`src/rtl/sparc_mem_pkg.sv`:
```
// Shared definitions for the SPARC V8 memory access unit.
// Holds access-size encodings, trap types, FSM state encoding, the latched
// request control payload and the alignment helper.
package sparc_mem_pkg;

   typedef enum logic [1:0] {
      SZ_BYTE   = 2'b00,
      SZ_HALF   = 2'b01,
      SZ_WORD   = 2'b10,
      SZ_DOUBLE = 2'b11
   } size_t;

   localparam logic [7:0] TT_MEM_NOT_ALIGNED = 8'h07;
   localparam logic [7:0] TT_DATA_ACCESS_EXC = 8'h09;

   typedef enum logic [2:0] {
      ST_IDLE,
      ST_ACC1,
      ST_ACC2,
      ST_DONE,
      ST_TRAP
   } state_t;

   // Control fields of an accepted request, held for the whole access
   typedef struct packed {
      logic  is_store;
      size_t size;
      logic  sign_ext;
   } req_ctl_t;

   // Natural alignment check; a word is the full bus width, a double is two words
   function automatic logic misaligned(size_t sz, logic [7:0] low, int unsigned bytes);
      logic [7:0] mask;
      mask = 8'h00;
      case (sz)
         SZ_BYTE:   mask = 8'h00;
         SZ_HALF:   mask = 8'h01;
         SZ_WORD:   mask = 8'(bytes - 1);
         SZ_DOUBLE: mask = 8'(2 * bytes - 1);
         default:   mask = 8'h00;
      endcase
      return |(low & mask);
   endfunction

endpackage

```
`src/rtl/mem_lane_steer.sv`:
```
// Big-endian lane steering for the memory access unit (combinational).
// Ports:
//   size, sign_ext, offset : access size, load extension mode, byte offset in word
//   rdata                  : raw RAM read word
//   wdata                  : store datum (right-justified)
//   load_data_c            : extracted, right-justified, extended load value
//   store_data_c           : store datum replicated into every candidate lane
//   be_c                   : byte enables, MSB lane = lowest byte address
module mem_lane_steer
   import sparc_mem_pkg::*;
#(
   parameter  int unsigned DATA_W = 32,
   localparam int unsigned BYTES  = DATA_W / 8,
   localparam int unsigned OFF_W  = $clog2(BYTES)
) (
   input  size_t             size,
   input  logic              sign_ext,
   input  logic [OFF_W-1:0]  offset,
   input  logic [DATA_W-1:0] rdata,
   input  logic [DATA_W-1:0] wdata,
   output logic [DATA_W-1:0] load_data_c,
   output logic [DATA_W-1:0] store_data_c,
   output logic [BYTES-1:0]  be_c
);

   logic [7:0]       byte_v;
   logic [15:0]      half_v;
   logic [BYTES-1:0] byte_be;
   logic [BYTES-1:0] half_be;

   // Lane select: byte at offset o sits in lane BYTES-1-o
   always_comb begin
      byte_v  = '0;
      half_v  = '0;
      byte_be = '0;
      half_be = '0;
      for (int i = 0; i < int'(BYTES); i++) begin
         if (OFF_W'(BYTES - 1 - i) == offset) begin
            byte_v     = rdata[i*8 +: 8];
            byte_be[i] = 1'b1;
         end
      end
      for (int i = 0; i < int'(BYTES / 2); i++) begin
         if (OFF_W'(BYTES - 2 - 2 * i) == offset) begin
            half_v           = rdata[i*16 +: 16];
            half_be[i*2 +: 2] = 2'b11;
         end
      end
   end

   // Extend loads, replicate stores; word and double pass through untouched
   always_comb begin
      load_data_c  = rdata;
      store_data_c = wdata;
      be_c         = '1;
      case (size)
         SZ_BYTE: begin
            load_data_c  = {{(DATA_W - 8){sign_ext & byte_v[7]}}, byte_v};
            store_data_c = {BYTES{wdata[7:0]}};
            be_c         = byte_be;
         end
         SZ_HALF: begin
            load_data_c  = {{(DATA_W - 16){sign_ext & half_v[15]}}, half_v};
            store_data_c = {(BYTES / 2){wdata[15:0]}};
            be_c         = half_be;
         end
         default: ;
      endcase
   end

endmodule

```
`src/rtl/mem_access_unit.sv`:
```
// Load/store sequencer for the SPARC V8 datapath.
// Accepts one request in IDLE, checks alignment, runs one (or two for
// doubleword) RAM handshakes waiting on MFC, steers lanes, then pulses done;
// misaligned requests pulse trap instead without touching memory.
// Optional macro MEM_TIMEOUT_EN: trap with data_access_exception when MFC has
// not arrived within TIMEOUT_CYC cycles of an access starting.
// Ports:
//   Clk, Clr                  : clock, synchronous active-high reset
//   start, is_store, size,
//   sign_ext, addr, wdata,
//   wdata2                    : request from the control unit
//   mem_en, mem_we, mem_addr,
//   mem_be, mem_wdata         : RAM command (registered)
//   mem_rdata, mem_mfc        : RAM response
//   busy, done, rdata, rdata2 : status and load results
//   trap, tt                  : trap request and trap type
module mem_access_unit
   import sparc_mem_pkg::*;
#(
   parameter int unsigned DATA_W      = 32,
   parameter int unsigned ADDR_W      = 8,
   parameter int unsigned TIMEOUT_CYC = 15
) (
   input  logic                Clk,
   input  logic                Clr,
   input  logic                start,
   input  logic                is_store,
   input  logic [1:0]          size,
   input  logic                sign_ext,
   input  logic [ADDR_W-1:0]   addr,
   input  logic [DATA_W-1:0]   wdata,
   input  logic [DATA_W-1:0]   wdata2,
   output logic                mem_en,
   output logic                mem_we,
   output logic [ADDR_W-1:0]   mem_addr,
   output logic [DATA_W/8-1:0] mem_be,
   output logic [DATA_W-1:0]   mem_wdata,
   input  logic [DATA_W-1:0]   mem_rdata,
   input  logic                mem_mfc,
   output logic                busy,
   output logic                done,
   output logic [DATA_W-1:0]   rdata,
   output logic [DATA_W-1:0]   rdata2,
   output logic                trap,
   output logic [7:0]          tt
);

   localparam int unsigned BYTES = DATA_W / 8;
   localparam int unsigned OFF_W = $clog2(BYTES);
   localparam int unsigned CNT_W = $clog2(TIMEOUT_CYC + 1);

`ifdef MEM_TIMEOUT_EN
   localparam bit TMO_EN = 1'b1;
`else
   localparam bit TMO_EN = 1'b0;
`endif

   state_t              state, state_nxt;
   req_ctl_t            ctl_q, ctl_nxt;
   logic [ADDR_W-1:0]   addr_q, addr_nxt;
   logic [DATA_W-1:0]   wdata_q, wdata_nxt;
   logic [DATA_W-1:0]   wdata2_q, wdata2_nxt;
   logic [CNT_W-1:0]    cnt, cnt_nxt;
   logic                tmo_hit;
   logic                cap1, cap2;
   logic [7:0]          tt_nxt;

   logic                mem_en_nxt, mem_we_nxt;
   logic [ADDR_W-1:0]   mem_addr_nxt, base_addr;
   logic [BYTES-1:0]    mem_be_nxt;
   logic [DATA_W-1:0]   mem_wdata_nxt;

   logic [DATA_W-1:0]   load_data_c, store_data_c;
   logic [BYTES-1:0]    be_c;

   // Steering sees the request that will be held next cycle, so the command
   // registers are loaded with the right lanes on the IDLE->ACC1 edge
   mem_lane_steer #(.DATA_W(DATA_W)) u_steer (
      .size         (ctl_nxt.size),
      .sign_ext     (ctl_nxt.sign_ext),
      .offset       (addr_nxt[OFF_W-1:0]),
      .rdata        (mem_rdata),
      .wdata        (wdata_nxt),
      .load_data_c  (load_data_c),
      .store_data_c (store_data_c),
      .be_c         (be_c)
   );

   assign tmo_hit = TMO_EN && (cnt == CNT_W'(TIMEOUT_CYC - 1));

   // Next-state, request latch and wait counter
   always_comb begin
      state_nxt  = state;
      ctl_nxt    = ctl_q;
      addr_nxt   = addr_q;
      wdata_nxt  = wdata_q;
      wdata2_nxt = wdata2_q;
      cnt_nxt    = '0;
      cap1       = 1'b0;
      cap2       = 1'b0;
      tt_nxt     = '0;
      case (state)
         ST_IDLE: begin
            if (start) begin
               if (misaligned(size_t'(size), 8'(addr), BYTES)) begin
                  state_nxt = ST_TRAP;
                  tt_nxt    = TT_MEM_NOT_ALIGNED;
               end else begin
                  state_nxt        = ST_ACC1;
                  ctl_nxt.is_store = is_store;
                  ctl_nxt.size     = size_t'(size);
                  ctl_nxt.sign_ext = sign_ext;
                  addr_nxt         = addr;
                  wdata_nxt        = wdata;
                  wdata2_nxt       = wdata2;
               end
            end
         end
         ST_ACC1, ST_ACC2: begin
            if (mem_mfc) begin
               cap1      = (state == ST_ACC1) && !ctl_q.is_store;
               cap2      = (state == ST_ACC2) && !ctl_q.is_store;
               state_nxt = (state == ST_ACC1 && ctl_q.size == SZ_DOUBLE) ? ST_ACC2 : ST_DONE;
            end else if (tmo_hit) begin
               state_nxt = ST_TRAP;
               tt_nxt    = TT_DATA_ACCESS_EXC;
            end else begin
               cnt_nxt = cnt + CNT_W'(1);
            end
         end
         ST_DONE, ST_TRAP: state_nxt = ST_IDLE;
         default:          state_nxt = ST_IDLE;
      endcase
   end

   // Registered-output decode from the upcoming state
   always_comb begin
      base_addr     = addr_nxt & ~ADDR_W'(BYTES - 1);
      mem_en_nxt    = (state_nxt == ST_ACC1) || (state_nxt == ST_ACC2);
      mem_we_nxt    = mem_en_nxt & ctl_nxt.is_store;
      mem_addr_nxt  = '0;
      mem_be_nxt    = '0;
      mem_wdata_nxt = '0;
      if (state_nxt == ST_ACC1) begin
         mem_addr_nxt = base_addr;
         mem_be_nxt   = be_c;
         if (ctl_nxt.is_store) mem_wdata_nxt = store_data_c;
      end else if (state_nxt == ST_ACC2) begin
         mem_addr_nxt = base_addr + ADDR_W'(BYTES);
         mem_be_nxt   = '1;
         if (ctl_nxt.is_store) mem_wdata_nxt = wdata2_nxt;
      end
   end

   // State, request and output registers; Clr aborts any access in flight
   always_ff @(posedge Clk) begin
      if (Clr) begin
         state     <= ST_IDLE;
         ctl_q     <= '0;
         addr_q    <= '0;
         wdata_q   <= '0;
         wdata2_q  <= '0;
         cnt       <= '0;
         mem_en    <= 1'b0;
         mem_we    <= 1'b0;
         mem_addr  <= '0;
         mem_be    <= '0;
         mem_wdata <= '0;
         busy      <= 1'b0;
         done      <= 1'b0;
         trap      <= 1'b0;
         tt        <= '0;
         rdata     <= '0;
         rdata2    <= '0;
      end else begin
         state     <= state_nxt;
         ctl_q     <= ctl_nxt;
         addr_q    <= addr_nxt;
         wdata_q   <= wdata_nxt;
         wdata2_q  <= wdata2_nxt;
         cnt       <= cnt_nxt;
         mem_en    <= mem_en_nxt;
         mem_we    <= mem_we_nxt;
         mem_addr  <= mem_addr_nxt;
         mem_be    <= mem_be_nxt;
         mem_wdata <= mem_wdata_nxt;
         busy      <= state_nxt != ST_IDLE;
         done      <= state_nxt == ST_DONE;
         trap      <= state_nxt == ST_TRAP;
         tt        <= tt_nxt;
         if (cap1) rdata  <= load_data_c;
         if (cap2) rdata2 <= mem_rdata;
      end
   end

endmodule

```
`config.mk`:
```
export PLATFORM = sky130hd
export DESIGN_NAME = mem_access_unit
export DESIGN_NICKNAME = d
export VERILOG_FILES = /design/src/rtl/sparc_mem_pkg.sv /design/src/rtl/mem_lane_steer.sv /design/src/rtl/mem_access_unit.sv
export SDC_FILE = /design/constraint.sdc
export NUM_CORES = 1
export LEC_CHECK = 0
export ABC_AREA = 0
export CAP_MARGIN = 15
export CORE_UTILIZATION = 43
export CTS_CLUSTER_DIAMETER = 40
export CTS_CLUSTER_SIZE = 14
export DETAILED_ROUTE_END_ITERATION = 6
export HOLD_SLACK_MARGIN = 0.03
export PLACE_DENSITY_LB_ADDON = 0.05
export SLEW_MARGIN = 0
export SYNTH_ARGS = -nofsm -noshare
export SYNTH_HDL_FRONTEND = slang
export SYNTH_SLANG_ARGS = --single-unit
export TNS_END_PERCENT = 5
```
`constraint.sdc`:
```
create_clock -name Clk -period 2.8 [get_ports Clk]
set_clock_uncertainty 0.15 [all_clocks]
set_input_delay 0.42 -clock Clk [delete_from_list [all_inputs] [get_ports Clk]]
set_output_delay 0.42 -clock Clk [all_outputs]
set_load 0.1 [all_outputs]
```
==> metrics.md <==
| Metric | Value |
|---|---|
| Status | finished clean |
| Kind of start point of the critical path | primary input |
| DP Cell Count | 1431 |
| Post-Syn Area per Cell | 8.38 sq um |
| Total track usage | 0.264 |
| Final HPWL DP | 18.3 mm |
| Pwr Total | 0.00720 W |
| Worst R2R Path Depth | 7 |
| CTS Root Cell | clkbuf_16 |
| Hold Crit Class | in2reg |
| Post-Syn Instances | 977 |
| Vias in the first global route | 7263 |
| R2r startpoint | state[1]$_SDFF_PP0_ |
| Clk Latency, worst-skew pair | 430 ps |
| Core area | 18700 sq um |
| CTS tree | built |
| Die Span Y | 140 um |
| Final Util | 0.611 |
| RR Endpoint | mem_wdata[8]$_SDFF_PP0_ |
| Final non-filler cell total | 1469 |
| Total gr overflow | 0 |
| Reg clk slew, reported paths | 70 ps |
| Part of the power in registers | 0.406 |
| Gate power share | 0.252 |
| TritonRoute pass-1 iters | 7 |
| ANT nets after route | 0 |
| WL final | 25.6 mm |
| Hold path startpoint | Clr |
| Die area | 19600 sq um |
| Crit. End Element | flip-flop |
| # nets final | 1334 |
| Max VDD drop | 0.485 mV |
| F_max | 372 MHz |
| Met2 Resource Use GR | 0.422 |
| Final max-slew violation count | 0 |
| Clock share of power | 0.342 |
| CTS Buf Count | 17 |
| Hold Violations, Final | 0 |
| Async S/R FF share, synth | 0 |
| First-pass GRT wire length | 40.4 mm |
| Net Switching | 0.00237 W |
| H-tree depth | 4 |
| Synth Flop Type | dfxtp_1 |
| Crit-path max FO | 14 |
| Required @ worst endpoint | 3010 ps |
| Kind of critical path | in2reg |
| Slew @ Worst Pin | 648 ps |
| Clock Sinks | 191 |
| Largest net degree at the start of global routing | 58 |
| Cell Area, Synth | 8190 sq um |
| Chip Width | 140 um |
| Final min period | 2690 ps |
| Busiest grt layer | met2 |
| Hold Crit Endpoint | state[0]$_SDFF_PP0_ |
| Initial DRC Count | 556 |
| Internal power | 0.00483 W |
| Final setup violation count | 0 |
| Worst R2R Setup Slack | 140 ps |
| Wire per inst | 17.4 um |
| Share of cells above drive strength 1 | 0.205 |
| CTS Hold Bufs | 0 |
| Max-Cap Viols | 0 |
| Number of port buffers | 225 |
| Final worst-path cycle share | 0.961 |
| Most common cell after layout, fill and taps aside | nand2_1 |
| Leak Pwr | 4.68 nW |
| Seq/Total Area, Yosys | 0.467 |
| Vias per cell | 5.37 |
| Met1 Resource Use GR | 0.364 |
| Pre-CTS WS | -388 ps |
| Synth warn | 0 |
| Relative slew margins | 0.562 |
| GP Congestion | 0.822 |
| Synth Register Bits | 191 |
| RSZ-0062 raised after global routing | false |
| Via count | 7882 |
| Power Density | 630 nW/um^2 |
| Layout area overhead | 39.6% |
| EDFF count, synth | 0 |
| DRC viols | 0 |
| Sw Share | 0.329 |
| Worst setup margin | 108 ps |
| Met3 global-route usage | 0.0390 |
| IO Count | 233 |
| Row cnt | 50 |
| Clk buf depth | 2 |
| Most frequent cells in the layout | nand2_1 (253), dfxtp_1 (191), buf_4 (178) |
| Synth cell types | 58 |
| Hold path depth | 3 |
| Starting Density | 0.438 |
| CP arrival | 2900 ps |
| Initial antenna violation count | 0 |
-- what timing repair did --
item,4_1_cts,5_1_grt
setup endpoints to repair,0,16
buffers inserted,0,5
gates resized for setup,0,2
-- final cells by class --
class | count | area (sq um)
fillers | 1703 | 7270
multi-input cells | 698 | 4000
flip-flops and latches | 191 | 3820
repair buffers | 300 | 2680
clock buffers | 18 | 439
well taps | 234 | 293
clock inverters | 14 | 153
inverters | 13 | 48.8
diodes | 1 | 2.50
-- cells by family after synthesis --
logic type / Yosys count / share of synthesized area
XOR/XNOR: 3 / 0.00321
other: 1 / 0.000458
multiplexers: 62 / 0.0830
AND/OR/NAND/NOR: 370 / 0.185
flip-flops: 191 / 0.467
adder cells (fa/ha/maj): 1 / 0.00153
buffers and inverters: 94 / 0.0541
AO/OA/AOI/OAI: 255 / 0.206
-- registers in the layout, summed over array words and instances (netlist names) --
register and cells:
mem_wdata 32, rdata2 32, rdata 32, wdata2_q 32
wdata_q 32, addr_q 8, mem_addr 6, ctl_q 4
mem_be 4, state 3, busy 1, done 1
mem_en 1, mem_we 1, trap 1, tt 1
-- how the worst max path moves through the flow --
stage | start | endpoint | slack [ps] | cells past startpoint
after global routing | start | mem_addr[4]$_SDFF_PP0_ | 5 | 11
after CTS | start | mem_wdata[13]$_SDFF_PP0_ | 6 | 8
final | start | mem_wdata[8]$_SDFF_PP0_ | 110 | 8
after global placement | start | mem_wdata[13]$_SDFF_PP0_ | -410 | 8
after detailed placement | start | mem_wdata[9]$_SDFF_PP0_ | -390 | 8
after floorplan | start | mem_addr[6]$_SDFF_PP0_ | 1 | 12
-- critical path: stages --
cell	delay, ps
clkdlybuf4s50_1	460
or4b_1	500
a211o_4	390
a21oi_2	260
buf_4	220
o311ai_0	240
a21o_1	250
a21oi_1	160
-- cells in the mapped netlist, types with 8 or more instances --
cell type / count / share of area
a21o_1: 25 / 0.023
mux2i_1: 55 / 0.067
a32oi_1: 8 / 0.0086
nand2_1: 253 / 0.12
clkbuf_1: 48 / 0.022
nor3_1: 21 / 0.013
buf_4: 12 / 0.011
a21oi_1: 123 / 0.075
a21oi_2: 10 / 0.011
or3_1: 12 / 0.0092
o21ai_0: 18 / 0.011
inv_1: 12 / 0.0055
nor2_1: 59 / 0.027
o221ai_1: 14 / 0.015
a221oi_1: 8 / 0.0086
dfxtp_1: 191 / 0.47
buf_2: 15 / 0.0092
a22oi_1: 15 / 0.014
-- metal layers --
| layer | share of wire | wire, um |
|---|---|---|
| met1 | 0.45 | 11600 |
| met2 | 0.47 | 12100 |
| met3 | 0.055 | 1410 |
| met4 | 0.023 | 581 |
| met5 | 0 | 0 |
-- power groups by stage --
stage	combinational (W)	clock, W	sequential (W)
floorplan	0.000697	0	0.00345
global placement	0.00179	0	0.00298
detailed placement	0.00180	0	0.00298
CTS	0.00180	0.00250	0.00292
global route	0.00192	0.00261	0.00294
finish	0.00181	0.00246	0.00292
-- metrics by stage --
step / TNS (ps) / hold slack, ps / cell area (sq um)
after floorplan: 0 / 282 / 8250
after global placement: -20050 / 292 / 10800
after detailed placement: -20820 / 296 / 10800
after CTS: 0 / 226 / 11400
after global routing: 0 / 236 / 11400
final: 0 / 233 / 11400
Note: power is estimated with default switching activity, not from simulation.
==> edit, RTL diff (same settings) <==
`DATA_W` is set to 32 in 2 places; all go to 64.
--- a/src/rtl/mem_lane_steer.sv
+++ b/src/rtl/mem_lane_steer.sv
@@ -10,5 +10,5 @@
    import sparc_mem_pkg::*;
 #(
-   parameter  int unsigned DATA_W = 32,
+   parameter  int unsigned DATA_W = 64,
    localparam int unsigned BYTES  = DATA_W / 8,
    localparam int unsigned OFF_W  = $clog2(BYTES)
--- a/src/rtl/mem_access_unit.sv
+++ b/src/rtl/mem_access_unit.sv
@@ -18,5 +18,5 @@
    import sparc_mem_pkg::*;
 #(
-   parameter int unsigned DATA_W      = 32,
+   parameter int unsigned DATA_W      = 64,
    parameter int unsigned ADDR_W      = 8,
    parameter int unsigned TIMEOUT_CYC = 15
Ports: changed (7 resized); port bits go from 233 to 429. No check against the original RTL was run, so the function may have changed too.
==> edit against the unedited design <==
  * Sequential cell count rose by 163
  * Worst hold slack got worse by 170 ps
  * Worst setup slack got worse by 140 ps
  * Total power rose by 110%
  * Synthesized area rose by 83%
  * Design area rose by 98%
  * The flow now finishes with violations (setup timing)
  * Cell count rose by 92%
  * Count of clock-buffer cells in the layout rose by 43
  * Wire length rose by 120%
  * Largest cell class unchanged
  * Via count rose by 97%
==> edit: results (changes against the unedited design) <==
[power_and_ir_drop]
leakagePower_nw = 9.60  ; +110%
ir_drop_mv = 0.510  ; +5.3%

[finish]
drive_gt1_share_pct = 24.6  ; +4.1 points
fin_nets = 2543  ; +91%

[clock_tree]
cts_buffers = 51  ; +34
htree_levels = 2  ; -2
path_clk_slew_ps = 60
clk_latency_ps = 580  ; +150 ps
cts_root_buffer = clkbuf_16
clk_path_buf_depth = 3  ; +1

[grt]
grt_max_degree = 79  ; +36%
track_usage_pct = 31.0  ; +4.5 points
antenna_found_initial = 5  ; +5
grt_pass1_wl_mm = 85.5  ; +110%
grt_pass1_vias = 14900  ; +100%

[drt]
wl_per_cell_um = 20.3  ; +17%
viasPerCell = 5.48  ; +2.2%
drt_iter0_markers = 850  ; +53%
drt_first_pass_iters = 5  ; -2

[worst_setup_path]
endpoint = rdata[13]
critical_path.top_delay_family = compound AO/OA/AOI/OAI gates
cp.arrival_ps = 3150  ; +250 ps
cp_slowest_cell = or4b_4
cp-startpoint = state[1]
r2r_cells = 9  ; +2
path_max_fanout = 8  ; -6
max_stage_delay_ps = 610  ; +110 ps

[hold_path]
hold_depth = 2  ; -1
min_to = addr_q[6]
hold_start = Clr
min_path_type = in2reg

[timing]
final-setup-viol-count = 6  ; +6
relSlewSlack_pct = 57.1  ; +0.90 points
finalWorstSetupSlack_ps = -30.9  ; -139 ps
whs_ps = 63.4  ; -169 ps

[yosys]
ys_top_cells_by_count = dfxtp_1, nor2_1, a21oi_1, nand2_1, mux2i_1
synth_cell_types = 57  ; -1.7%
synthArstFlopShare_pct = 0  ; unchanged
yosysWarnings = 0  ; unchanged
yosys-top-cells-area = dfxtp_1, a21oi_1, mux2i_1, nor2_1, nand2_1
yosysSeqAreaShare_pct = 47.3  ; +0.62 points

[status]
violations = setup timing
status = complete, but fails checks

[placed_design]
gp_congestion = 0.930  ; +13%
hpwl_mm = 40.4  ; +120%
port_buffers = 420  ; +87%

==> edit: final cells by class <==
| type | count | area (um^2) |
|---|---|---|
| flip-flops and latches | 354 | 7090 |
| multi-input cells | 1288 | 7470 |
| clock inverters | 35 | 484 |
| repair buffers | 632 | 5630 |
| well taps | 448 | 561 |
| clock buffers | 61 | 1340 |
| inverters | 7 | 26.3 |
| diodes | 2 | 5.00 |
| fillers | 2893 | 11300 |
==> edit: stage by stage <==
stage	cells	setup slack [ps]	power (mW)	area, um^2	setup TNS [ps]
floorplan	1807	-165	7.34	15000	-9790
global placement	2720	-802	8.60	20500	-93750
CTS	2821	-30.2	15.5	22400	-208
detailed placement	2720	-803	8.63	20500	-98310
finish	2827	-30.9	15.5	22600	-95.8
global route	2826	-132	16.0	22600	-3370
==> edit: power by group <==
group | internal, mW | switching (mW)
clock | 4.25 | 2.57
combinational | 1.21 | 2.10
sequential | 5.25 | 0.0926
total | 10.7 | 4.76
==> edit: routing by layer <==
metal	up-vias	part of all wire [%]	global-route usage, %
met1	7393	38	35.2
met3	158	7.5	7.79
met5	-	0.043	0
met4	4	4.9	15.2
met2	612	49	53.8
li1	7328	-	-
==> edit: repair_timing <==
action,in CTS,in global routing
endpoints found under the setup margin,91,110
buffers inserted,2,2
endpoints found under the hold margin,0,0
pin swaps,8,27
cloned,3,2
gates resized for setup,16,21
==> edit: logic make-up (layout without fill, tap and decap cells) <==
family                     after synthesis  count (layout)  share of synthesized area, %
other                                    1              10                        0.0250
AOI/OAI and AO/OA                      505             508                          21.2
muxes                                  149             149                          10.1
DFF                                    354             354                          47.3
xor gates and xnor gates                 3               3                         0.175
buffers and inverters                  168             735                          4.89
and+or+nand+nor                        619             619                          16.2
adders and majority gates                1               1                        0.0835
